`config.mk`:
```
export PLATFORM = sky130hd
export DESIGN_NAME = inst_fetch
export DESIGN_NICKNAME = d
export VERILOG_FILES = /design/src/rtl/inst_fetch_pkg.sv /design/src/rtl/inst_fetch.sv
export SDC_FILE = /design/constraint.sdc
export NUM_CORES = 1
export LEC_CHECK = 0
export ABC_AREA = 1
export CORE_MARGIN = 3
export CORE_UTILIZATION = 47
export CTS_CLUSTER_DIAMETER = 200
export DETAILED_ROUTE_END_ITERATION = 10
export MAX_ROUTING_LAYER = met4
export PLACE_DENSITY_LB_ADDON = 0.12
export SYNTH_ARGS = -nofsm -noshare
export SYNTH_HDL_FRONTEND = slang
export SYNTH_SLANG_ARGS = --single-unit
```
`constraint.sdc`:
```
create_clock -name clk -period 1.7 [get_ports clk]
set_input_delay 0.34 -clock clk [delete_from_list [all_inputs] [get_ports clk]]
set_output_delay 0.34 -clock clk [all_outputs]
set_load 0.02 [all_outputs]
```
`src/rtl/inst_fetch_pkg.sv`:
```
// Shared pipeline definitions used by the fetch stage and its neighbours.
//   StallBus    : width of the pipeline stall vector (bit0 = PC, bit1 = IF/ID)
//   Stop/NoStop : per-bit stall encodings
//   BR_WD       : width of the decode redirect bus {br_e, br_addr[31:0]}
//   IF_TO_ID_WD : width of the fetch-to-decode bus {ce, pc[31:0]}
package inst_fetch_pkg;

  localparam int   StallBus    = 2;
  localparam logic Stop        = 1'b1;
  localparam logic NoStop      = 1'b0;
  localparam int   BR_WD       = 33;
  localparam int   IF_TO_ID_WD = 33;

endpackage

```
`src/rtl/inst_fetch.sv`:
```
// Instruction fetch stage. Issues one request at a time on the instruction
// SRAM handshake, buffers the returned word and delivers {ce, pc} + inst to
// decode for exactly one cycle.
// Ports:
//   clk, rst           : clock, asynchronous active-low reset
//   stall              : bit0 freezes the PC, bit1 freezes the IF/ID boundary
//   br_bus             : {br_e, br_addr} redirect from decode
//   inst_sram_req/addr : fetch request and address (registered)
//   inst_sram_addr_ok  : request accepted
//   inst_sram_data_ok  : read data valid, rdata carries the word
//   if_to_id_bus, inst : delivered {ce, pc} and instruction
//   stallreq           : high while a fetch is outstanding (REQ or WAIT)
//   fsm_state          : current FSM state for observation
// Handshake: a request is accepted in the cycle where req and addr_ok are
// both high; the matching data returns in a later cycle with data_ok high.
// addr_ok is only honoured in REQ and data_ok only in WAIT, so at most one
// request is ever outstanding.
module inst_fetch
  import inst_fetch_pkg::*;
#(
  parameter logic [31:0] RESET_PC = 32'hBFC0_0000
) (
  input  logic                   clk,
  input  logic                   rst,
  input  logic [StallBus-1:0]    stall,
  input  logic [BR_WD-1:0]       br_bus,
  output logic                   inst_sram_req,
  output logic [31:0]            inst_sram_addr,
  input  logic                   inst_sram_addr_ok,
  input  logic                   inst_sram_data_ok,
  input  logic [31:0]            inst_sram_rdata,
  output logic [IF_TO_ID_WD-1:0] if_to_id_bus,
  output logic [31:0]            inst,
  output logic                   stallreq,
  output logic [1:0]             fsm_state
);

  typedef enum logic [1:0] {
    IDLE = 2'd0,
    REQ  = 2'd1,
    WAIT = 2'd2,
    HOLD = 2'd3
  } state_t;

  state_t      state;
  logic [31:0] fetch_pc;
  logic        redir_valid;
  logic [31:0] redir_pc;
  logic [31:0] buf_inst;
  logic        pc_pending;  // delivered while PC was stalled; advance owed
  logic        out_ce;
  logic [31:0] out_pc;
  logic [31:0] out_inst;

  logic        br_e;
  logic [31:0] br_addr;
  logic        deliver_now;
  logic        advance;
  logic [31:0] next_pc;
  logic [31:0] deliver_inst;

  assign br_e    = br_bus[32];
  assign br_addr = br_bus[31:0];

  always_comb begin
    deliver_now  = 1'b0;
    advance      = 1'b0;
    next_pc      = redir_valid ? redir_pc : fetch_pc + 32'd4;
    deliver_inst = (state == HOLD) ? buf_inst : inst_sram_rdata;
    if (stall[1] == NoStop) begin
      deliver_now = ((state == WAIT) && inst_sram_data_ok) || (state == HOLD);
    end
    // fetch_pc moves either right at delivery or later, once the PC stall lifts
    if (stall[0] == NoStop) begin
      advance = deliver_now || ((state == IDLE) && pc_pending);
    end
  end

  always_ff @(posedge clk or negedge rst) begin
    if (!rst) begin
      state          <= IDLE;
      fetch_pc       <= RESET_PC;
      redir_valid    <= 1'b0;
      redir_pc       <= 32'd0;
      buf_inst       <= 32'd0;
      pc_pending     <= 1'b0;
      out_ce         <= 1'b0;
      out_pc         <= 32'd0;
      out_inst       <= 32'd0;
      inst_sram_req  <= 1'b0;
      inst_sram_addr <= 32'd0;
    end else begin
      out_ce   <= 1'b0;
      out_pc   <= 32'd0;
      out_inst <= 32'd0;

      // A new redirect always wins over consumption of the old one.
      if (br_e) begin
        redir_valid <= 1'b1;
        redir_pc    <= br_addr;
      end else if (advance) begin
        redir_valid <= 1'b0;
      end

      if (advance) begin
        fetch_pc <= next_pc;
      end

      case (state)
        IDLE: begin
          if (stall[0] == NoStop) begin
            state          <= REQ;
            inst_sram_req  <= 1'b1;
            inst_sram_addr <= pc_pending ? next_pc : fetch_pc;
            pc_pending     <= 1'b0;
          end
        end
        REQ: begin
          if (inst_sram_addr_ok) begin
            state         <= WAIT;
            inst_sram_req <= 1'b0;
          end
        end
        WAIT: begin
          if (inst_sram_data_ok) begin
            buf_inst <= inst_sram_rdata;
            if (stall[1] == Stop) begin
              state <= HOLD;
            end
          end
        end
        HOLD: begin
          // buffer simply holds while IF/ID is stalled
        end
        default: state <= IDLE;
      endcase

      if (deliver_now) begin
        out_ce   <= 1'b1;
        out_pc   <= fetch_pc;
        out_inst <= deliver_inst;
        if (stall[0] == NoStop) begin
          state          <= REQ;
          inst_sram_req  <= 1'b1;
          inst_sram_addr <= next_pc;
        end else begin
          state      <= IDLE;
          pc_pending <= 1'b1;
        end
      end
    end
  end

  assign stallreq     = (state == REQ) || (state == WAIT);
  assign if_to_id_bus = {out_ce, out_pc};
  assign inst         = out_inst;
  assign fsm_state    = state;

endmodule

```
# After elaboration in Yosys (flattened, before gate mapping)
# Index checks and enable logic that the tools add are counted.
# totals
elab_cells,59
input_bits,71
out_inout_bits,101
register_bits,198
# classes
mux,30
n_reduce_logical,10
eq_ne,7
n_addsub,1
# ops
cell,n
two-way mux 32 bit,9
"adder 32 x 3 -> 32 bit, second input constant",1
two-way mux 1 bit,14
"inequality test 3 bit, second input constant",4
two-way mux 2 bit,5
case mux 2 bit (3 select lines),1
AND reduction 5 bit,1
"equality test 2 bit, second input constant",2
nonzero test 4 bit,1
logical OR 1 bit,3
"equality test 2 x 1 -> 1 bit, second input constant",1
logical AND 1 bit,2
logical NOT 2 bit,1
case mux 1 bit (2 select lines),1
AND reduction 2 bit,1
nonzero test 2 bit,1

# Depth between registers and ports, before layout
# Gate-level depths: netlist of run 1.
# logic_depth
ltp_word,8
ltp_mapped,13
ltp_nobuf,13

# Worst setup path before layout of run 1
# No wires, ideal clock.
# synth_timing
kind,flip-flop to flip-flop
start,register state[0] (netlist: fsm_state[0])
end,register (tool-made name)
t_arrival_ns,1.764
setup_ns,0.126
stages_incl_launch_ff,14
path_buffers,2
synth_period_minus_slack_ns,1.889
path_slack_ns,-0.189
required_time_ns,1.574
path_cell_list,dfrtp_1 > inv_1 > ha_1 > nand2_1 > a21oi_4 > inv_4 > nand2_4 > inv_4 > nand2_4 > nand2_2 > buf_6 > buf_6 > nand3_1 > nand3_1
# synth_rtl
element,line,text
"start, declared",inst_fetch.sv:45,state_t state;
"start signal, assigned",inst_fetch.sv:81,state <= IDLE;
"start signal, assigned",inst_fetch.sv:112,state <= REQ;
"start signal, assigned",inst_fetch.sv:120,state <= WAIT;

# Worst setup path after layout of run 1
# layout_timing
start,register state[0] (netlist: fsm_state[0])
end,register inst_sram_addr[6]
# layout_between
elab_chain_len,5
elab_cells_between_ends,9
classes_between,2 x eq/ne; 4 x mux; 3 x reduce/logical
# layout_lines
element,line,text
equality test 2 bit,inst_fetch.sv:71,deliver_now = ((state == WAIT) && inst_sram_data_ok) || (state == HOLD);
logical AND 1 bit,inst_fetch.sv:71,
logical OR 1 bit *,inst_fetch.sv:71,
two-way mux 1 bit *,inst_fetch.sv:70,if (stall[1] == NoStop) begin
named net deliver_now,inst_fetch.sv:57,logic deliver_now;
two-way mux 32 bit *,inst_fetch.sv:138,if (deliver_now) begin
"end signal, assigned",inst_fetch.sv:114,inst_sram_addr <= pc_pending ? next_pc : fetch_pc;
"end signal, assigned",inst_fetch.sv:145,inst_sram_addr <= next_pc;
"end, declared",inst_fetch.sv:28,"output logic [31:0] inst_sram_addr,"
# Mark *: on every way through the listed nets, which the timed path passes. The rest lies on a longest branch.
# A chain may end at the register's enable or synchronous reset.

==> results of run 1 <==
==> layout make-up <==
type,count,area [sq um],area share
multi-input cells,748,3840,0.298
clock buffers,18,439,0.0341
well taps,229,287,0.0222
flip-flops and latches,198,4970,0.385
clock inverters,14,143,0.0111
inverters,112,439,0.0341
repair buffers,271,2780,0.215
==> worst paths after layout <==
kind / start / end / cells after the start
min in group clk: br_bus[18] / redir_pc[18] / 3
worst max-delay path: fsm_state[0] / inst_sram_addr[6] / 12
worst min-delay path: rst / redir_pc[19] / 2
max in group asynchronous: rst / fetch_pc[31] / 3
worst min register to register: redir_pc[13] / redir_pc[13] / 2
worst max register to register: fsm_state[0] / inst_sram_addr[6] / 12
==> cell usage after synthesis, drive strengths merged <==
cell	number	area, sq um
o211ai	7	52.6
a22oi	1	7.51
a31oi	5	31.3
dfstp	9	236
dfrtp	189	4730
a21oi	38	201
clkinv	2	7.51
or2	1	6.26
o31ai	1	7.51
inv	110	418
o2111ai	3	26.3
nand3	79	410
nor2	156	603
xor2	4	35.0
nand2	338	1290
buf	19	126
o22ai	2	12.5
ha	6	75.1
clkbuf	33	125
o21ai	106	534
==> state kept, by name, indices dropped and copies added, names as in the netlist, named ones only <==
name	cells
buf_inst	32
inst_sram_req	1
out_pc	32
fsm_state	2
pc_pending	1
redir_valid	1
fetch_pc	32
redir_pc	32
inst	32
inst_sram_addr	19
out_ce	1
==> worst reg2reg max path, delay by kind of cell, from the launching register on <==
kind | cells | cell delay [ns]
adder cells (fa/ha/maj) | 1 | 0.14
AND/OR/NAND/NOR | 5 | 0.53
AO/OA/AOI/OAI | 2 | 0.25
buffers and inverters | 4 | 0.43
flip-flops | 1 | 0.43
==> logic make-up after synthesis <==
kind of cell	synth area share
DFF	0.556
buffers and inverters	0.0757
adders and majority gates	0.00840
AOI/OAI and AO/OA	0.0977
and+or+nand+nor	0.259
xor gates and xnor gates	0.00392
==> power groups by stage <==
stage	registers, mW	logic [mW]	clock network, mW
2_1_floorplan	7.89	3.90	0
3_3_place_gp	7.29	7.78	0
3_5_place_dp	7.29	7.93	0
4_1_cts	7.28	8.72	4.10
5_1_grt	7.50	10.1	4.30
6_report	7.31	9.18	4.04
==> through the flow <==
| stage | utilization | instances | total power, mW |
|---|---|---|---|
| after floorplan | - | 1109 | 11.8 |
| after global placement | 0.622 | 1527 | 15.1 |
| after detailed placement | 0.622 | 1527 | 15.2 |
| after CTS | 0.688 | 1580 | 20.1 |
| after global routing | 0.704 | 1590 | 21.9 |
| final | 0.704 | 1590 | 20.5 |
==> per-layer routing <==
metal  track usage  part of all wire  up-vias
li1              -                 -     3964
met4        0.0877             0.026        0
met3        0.0522             0.066       46
met2         0.408              0.49      261
met5             -                 0        -
met1         0.336              0.42     3932
==> timing repair <==
item | in CTS | in global routing
gates cloned | 7 | 3
hold buffers | 1 | 0
pin swaps | 36 | 9
endpoints found under the setup margin | 145 | 85
resized for setup | 204 | 56
setup buffers | 14 | 8
endpoints found under the hold margin | 37 | 0
==> flow_summary_export.csv, run 1 <==
group,metric,value,unit
outcome,run_status,"complete, but fails checks",
outcome,violations,"negative setup slack",
hold_path,hp-class,"input port to async pin",
sta,fin_crit,1.90,ns
sta,finalCritPeriodShare,1.11,
sta,slew_violations,0,
yosys,synth_area_per_cell,8.06,sq um
setup_path,crit_path_max_incr_delay,0.43,ns
floorplanning,die_h,144,microns
routing,drtIter0Drc,492,
setup_path,cp_num_buf_inv,4,
floorplanning,io_pins,172,
setup_path,cp_slowest_cell,"dfrtp_2",
global_route,track_usage,0.259,
setup_path,cp.arrival,2.21,ns
yosys,ys_seq_area_frac,0.556,
placed_design,io_buffer_count,171,
global_route,grt_antenna_before_repair,0,
sta,clock.fmax,528,MHz
sta,max_slew.worst_pin.slew,0.485,ns
routing,post_drt_wl_per_cell,16.2,microns
finish,fill_cells,1476,
run,maxCapViolCount,0,
yosys,synth_nets,1186,
yosys,yosysWarnings,0,
sta,slew_headroom,0.677,
routing,drcViolationCount,0,
yosys,synth_cell_type_count,34,
finish,mostFrequentLayoutCells,"nand2_1 (297), dfrtp_1 (187), nor2_1 (146)",
sta,finalWorstSetupSlack,-0.195,ns
yosys,syn_area,8940,sq um
setup_path,cp-start-kind,"register",
finish,syn2layout_area_growth,44.3,%
routing,drtPass1Iterations,5,
finish,layout_commonest_cell,"nand2_1",
power,vdd_drop_max,0.868,mV
yosys,ys_ff_latch,198,
placed_design,postPlaceCellArea,11400,sq um
routing,routed_wl,25800,microns
global_route,grt_pass1_wl,40700,microns
clock_network,numCtsBuffers,17,
setup_path,crit_family,"simple AND/OR/NAND/NOR gates",
placed_design,hpwl,17300,microns
routing,vias_per_cell,5.16,
yosys,synth_cells,1109,
floorplanning,start_util,0.488,
setup_path,worstPathCellList,"inv_2 -> ha_4 -> nand2_4 -> a21oi_4 -> inv_4 -> nor2_4 -> buf_6 -> nor2_4 -> buf_6 -> nand2_1 -> o21ai_0 -> or2_1",
global_route,grt_max_degree,65,
power,power_frac_comb,0.447,
finish,layout-drive-gt1-share,0.197,
setup_path,end_kind,"register",
clock_network,clock_tree.root_cell,"clkbuf_16",
clock_network,cts.sinks,198,
clock_network,clockBufferDepth,2,
power,p_seq_frac,0.356,
routing,ant_nets,0,
finish,fin_nets,1425,
setup_path,reg2reg_slack,-0.20,ns
sta,skew,0.00700,ns
global_route,grt_pass1_vias,8032,
clock_network,path_clk_slew,0.07,ns
sta,setup_violations,67,
setup_path,cp_max_fo,5,
finish,insertedDiodeCount,0,
power,power_switching,8.38,mW
sta,holdWs,0.437,ns
finish,finish.instance_area,12900,sq um
floorplanning,die-area,20700,sq um
power,clkPwrFrac,0.197,
global_route,grt.overflow.total,0,
setup_path,crit_type,"register to register",
power,p_per_area,1590,nW/um^2
setup_path,cp.required,2.02,ns
clock_network,tritoncts,"yes",
sta,final_hold_viol_count,0,
clock_network,htree_levels,4,
clock_network,clock_latency,0.43,ns
floorplanning,core_area,18300,sq um
power,power.leakage,6.81,nW
floorplanning,rows,49,
placed_design,gp_congestion,0.915,
power,sw_frac_of_total,0.408,
sta,rsz0062_at_grt,"true",
routing,vias,8203,
placed_design,place_ws,-0.420,ns
floorplanning,die_x,144,microns
sta,tns,-8.84,ns
power,internal-power,12.2,mW
No activity file was read; power rests on OpenSTA's default activity.
==> run 2: changes to the inputs <==
--- a/config.mk
+++ b/config.mk
@@ -10,7 +10,6 @@
 export CORE_UTILIZATION = 47
 export CTS_CLUSTER_DIAMETER = 200
 export DETAILED_ROUTE_END_ITERATION = 10
-export MAX_ROUTING_LAYER = met4
 export PLACE_DENSITY_LB_ADDON = 0.12
 export SYNTH_ARGS = -nofsm -noshare
 export SYNTH_HDL_FRONTEND = slang
==> run 2 against run 1 <==
Effect of this change:
- utilization grew 1.7 points
- sequential share of layout area down 0.93 points
- cell count increased by 0.38%
- cell area rose by 2.5%
- die area did not move
- power grew 4.8%
- the flow still finishes with violations (negative setup slack)
==> flow_summary_export.csv, run 2 (synthesis results as in run 1) <==
group,metric,value,unit
setup_path,end_kind,"register",
power,power_switching,8.63,mW
finish,fin_nets,1431,
power,p_seq_frac,0.344,
global_route,grt.overflow.total,0,
setup_path,cp_num_buf_inv,5,
routing,post_drt_wl_per_cell,16.1,microns
floorplanning,rows,49,
floorplanning,die-area,20700,sq um
floorplanning,die_x,144,microns
sta,rsz0062_at_grt,"true",
setup_path,r2r-end,"inst_sram_addr[1]",
global_route,grt_pass1_vias,8117,
sta,slew_violations,0,
sta,skew,0.0101,ns
finish,layout_commonest_cell,"nand2_1",
setup_path,r2r.worst_path.cells,13,
setup_path,crit_family,"buffers and inverters",
power,power.leakage,6.99,nW
sta,slew_headroom,0.636,
power,clkPwrFrac,0.207,
global_route,track_usage,0.250,
clock_network,path_clk_slew,0.07,ns
routing,routed_wl,25700,microns
setup_path,worstPathCellList,"inv_2 -> ha_4 -> nand2_4 -> a21oi_4 -> inv_4 -> nand2_4 -> inv_4 -> buf_6 -> nand2_4 -> nand2_8 -> buf_12 -> o211ai_1 -> o211ai_1",
sta,finalWorstSetupSlack,-0.196,ns
finish,mostFrequentLayoutCells,"nand2_1 (277), dfrtp_1 (187), nor2_1 (141)",
finish,insertedDiodeCount,0,
clock_network,cts.sinks,198,
finish,layout-drive-gt1-share,0.225,
finish,syn2layout_area_growth,47.9,%
clock_network,numCtsBuffers,17,
outcome,run_status,"complete, but fails checks",
placed_design,hpwl,16800,microns
sta,fin_crit,1.90,ns
clock_network,tritoncts,"yes",
floorplanning,core_area,18300,sq um
sta,final_hold_viol_count,0,
power,p_per_area,1630,nW/um^2
placed_design,postPlaceCellArea,11400,sq um
clock_network,clock_tree.root_cell,"clkbuf_16",
floorplanning,die_h,144,microns
clock_network,clockBufferDepth,2,
setup_path,cp.arrival,2.20,ns
setup_path,cp-start-kind,"register",
hold_path,hp-class,"input port to async pin",
floorplanning,start_util,0.488,
setup_path,r2r_start,"fsm_state[0]",
clock_network,clock_latency,0.44,ns
sta,clock.fmax,528,MHz
placed_design,gp_congestion,0.936,
sta,max_slew.worst_pin.slew,0.546,ns
routing,vias_per_cell,5.17,
power,vdd_drop_max,0.944,mV
setup_path,cp_slowest_cell,"dfrtp_2",
routing,drcViolationCount,0,
placed_design,io_buffer_count,171,
setup_path,cpMostUsedCell,"nand2_4",
run,maxCapViolCount,0,
finish,finish.instance_area,13200,sq um
setup_path,cp.required,2.00,ns
global_route,grt_antenna_before_repair,0,
power,power_frac_comb,0.448,
clock_network,htree_levels,4,
setup_path,cp_max_fo,8,
power,sw_frac_of_total,0.401,
routing,vias,8250,
sta,tns,-7.47,ns
setup_path,crit_path_max_incr_delay,0.43,ns
setup_path,reg2reg_slack,-0.20,ns
sta,finalCritPeriodShare,1.12,
floorplanning,io_pins,172,
sta,setup_violations,64,
global_route,grt_max_degree,65,
global_route,grt_pass1_wl,40900,microns
routing,drtIter0Drc,528,
routing,drtPass1Iterations,5,
outcome,violations,"negative setup slack",
setup_path,crit_type,"register to register",
routing,ant_nets,0,
power,internal-power,12.9,mW
[run 2: cell types whose count changed in the layout (fill, tap and decap cells not counted), sizes merged]
cell,before,now
buf,96,104
bufbuf,1,0
bufinv,1,4
clkdlybuf4s15,1,2
clkinv,5,3
clkinvlp,5,3
nand2,339,338
[run 2: timing repair]
item	4_1_cts	5_1_grt
hold buffers	1	0
pin swaps	37	24
gates resized for setup	231	100
cloned	9	1
buffers inserted	24	12
hold endpoints to repair	30	0
setup endpoints to repair	155	85
[run 2: through the flow]
step	hold WS [ns]	worst slack (ns)	cells	util	total power, mW
floorplan	0.0444	-0.0778	1109	-	11.8
global placement	0.307	-0.378	1524	0.620	15.0
detailed placement	0.302	-0.440	1524	0.620	15.2
CTS	0.404	-0.198	1588	0.700	20.8
global route	0.420	-0.290	1596	0.721	22.8
finish	0.395	-0.196	1596	0.721	21.5
[run 2: routing by layer]
metal	global-route usage	wire length (microns)	vias up
met5	0	0	-
met3	0.0549	1590	59
met1	0.320	10600	3938
li1	-	-	3980
met4	0.0912	763	0
met2	0.418	12700	273
[run 2: how the worst max path moves through the flow]
stage,from,to,slack [ns],cells after the start
2_1_floorplan,fsm_state[0],fetch_pc[18],-0.08,13
3_3_place_gp,inst_sram_data_ok,register,-0.38,11
3_5_place_dp,inst_sram_data_ok,register,-0.44,11
4_1_cts,fsm_state[0],fetch_pc[13],-0.20,14
5_1_grt,fsm_state[0],inst_sram_addr[1],-0.29,13
6_report,fsm_state[0],inst_sram_addr[1],-0.20,13
[run 2: layout make-up]
class | instances | area (sq um)
repair buffers | 277 | 2790
multi-input cells | 747 | 4060
well taps | 229 | 287
inverters | 112 | 444
clock buffers | 20 | 467
clock inverters | 12 | 188
flip-flops and latches | 198 | 4970
repair inverters | 1 | 11.3
fillers | 1391 | 5110
[run 2: worst register-to-register path: cells and delay by family, from the launching register on]
kind / cells / cell delay, ns
AND/OR/NAND/NOR: 4 / 0.31
AO/OA/AOI/OAI: 3 / 0.39
flip-flops: 1 / 0.43
adder cells (fa/ha/maj): 1 / 0.15
buffers and inverters: 5 / 0.49
[run 2: power by group through the flow]
stage | sequential, mW | clock (mW) | combinational [mW]
finish | 7.41 | 4.46 | 9.65
global route | 7.59 | 4.68 | 10.5
CTS | 7.33 | 4.50 | 9.00
detailed placement | 7.32 | 0 | 7.84
floorplan | 7.89 | 0 | 3.90
global placement | 7.30 | 0 | 7.71
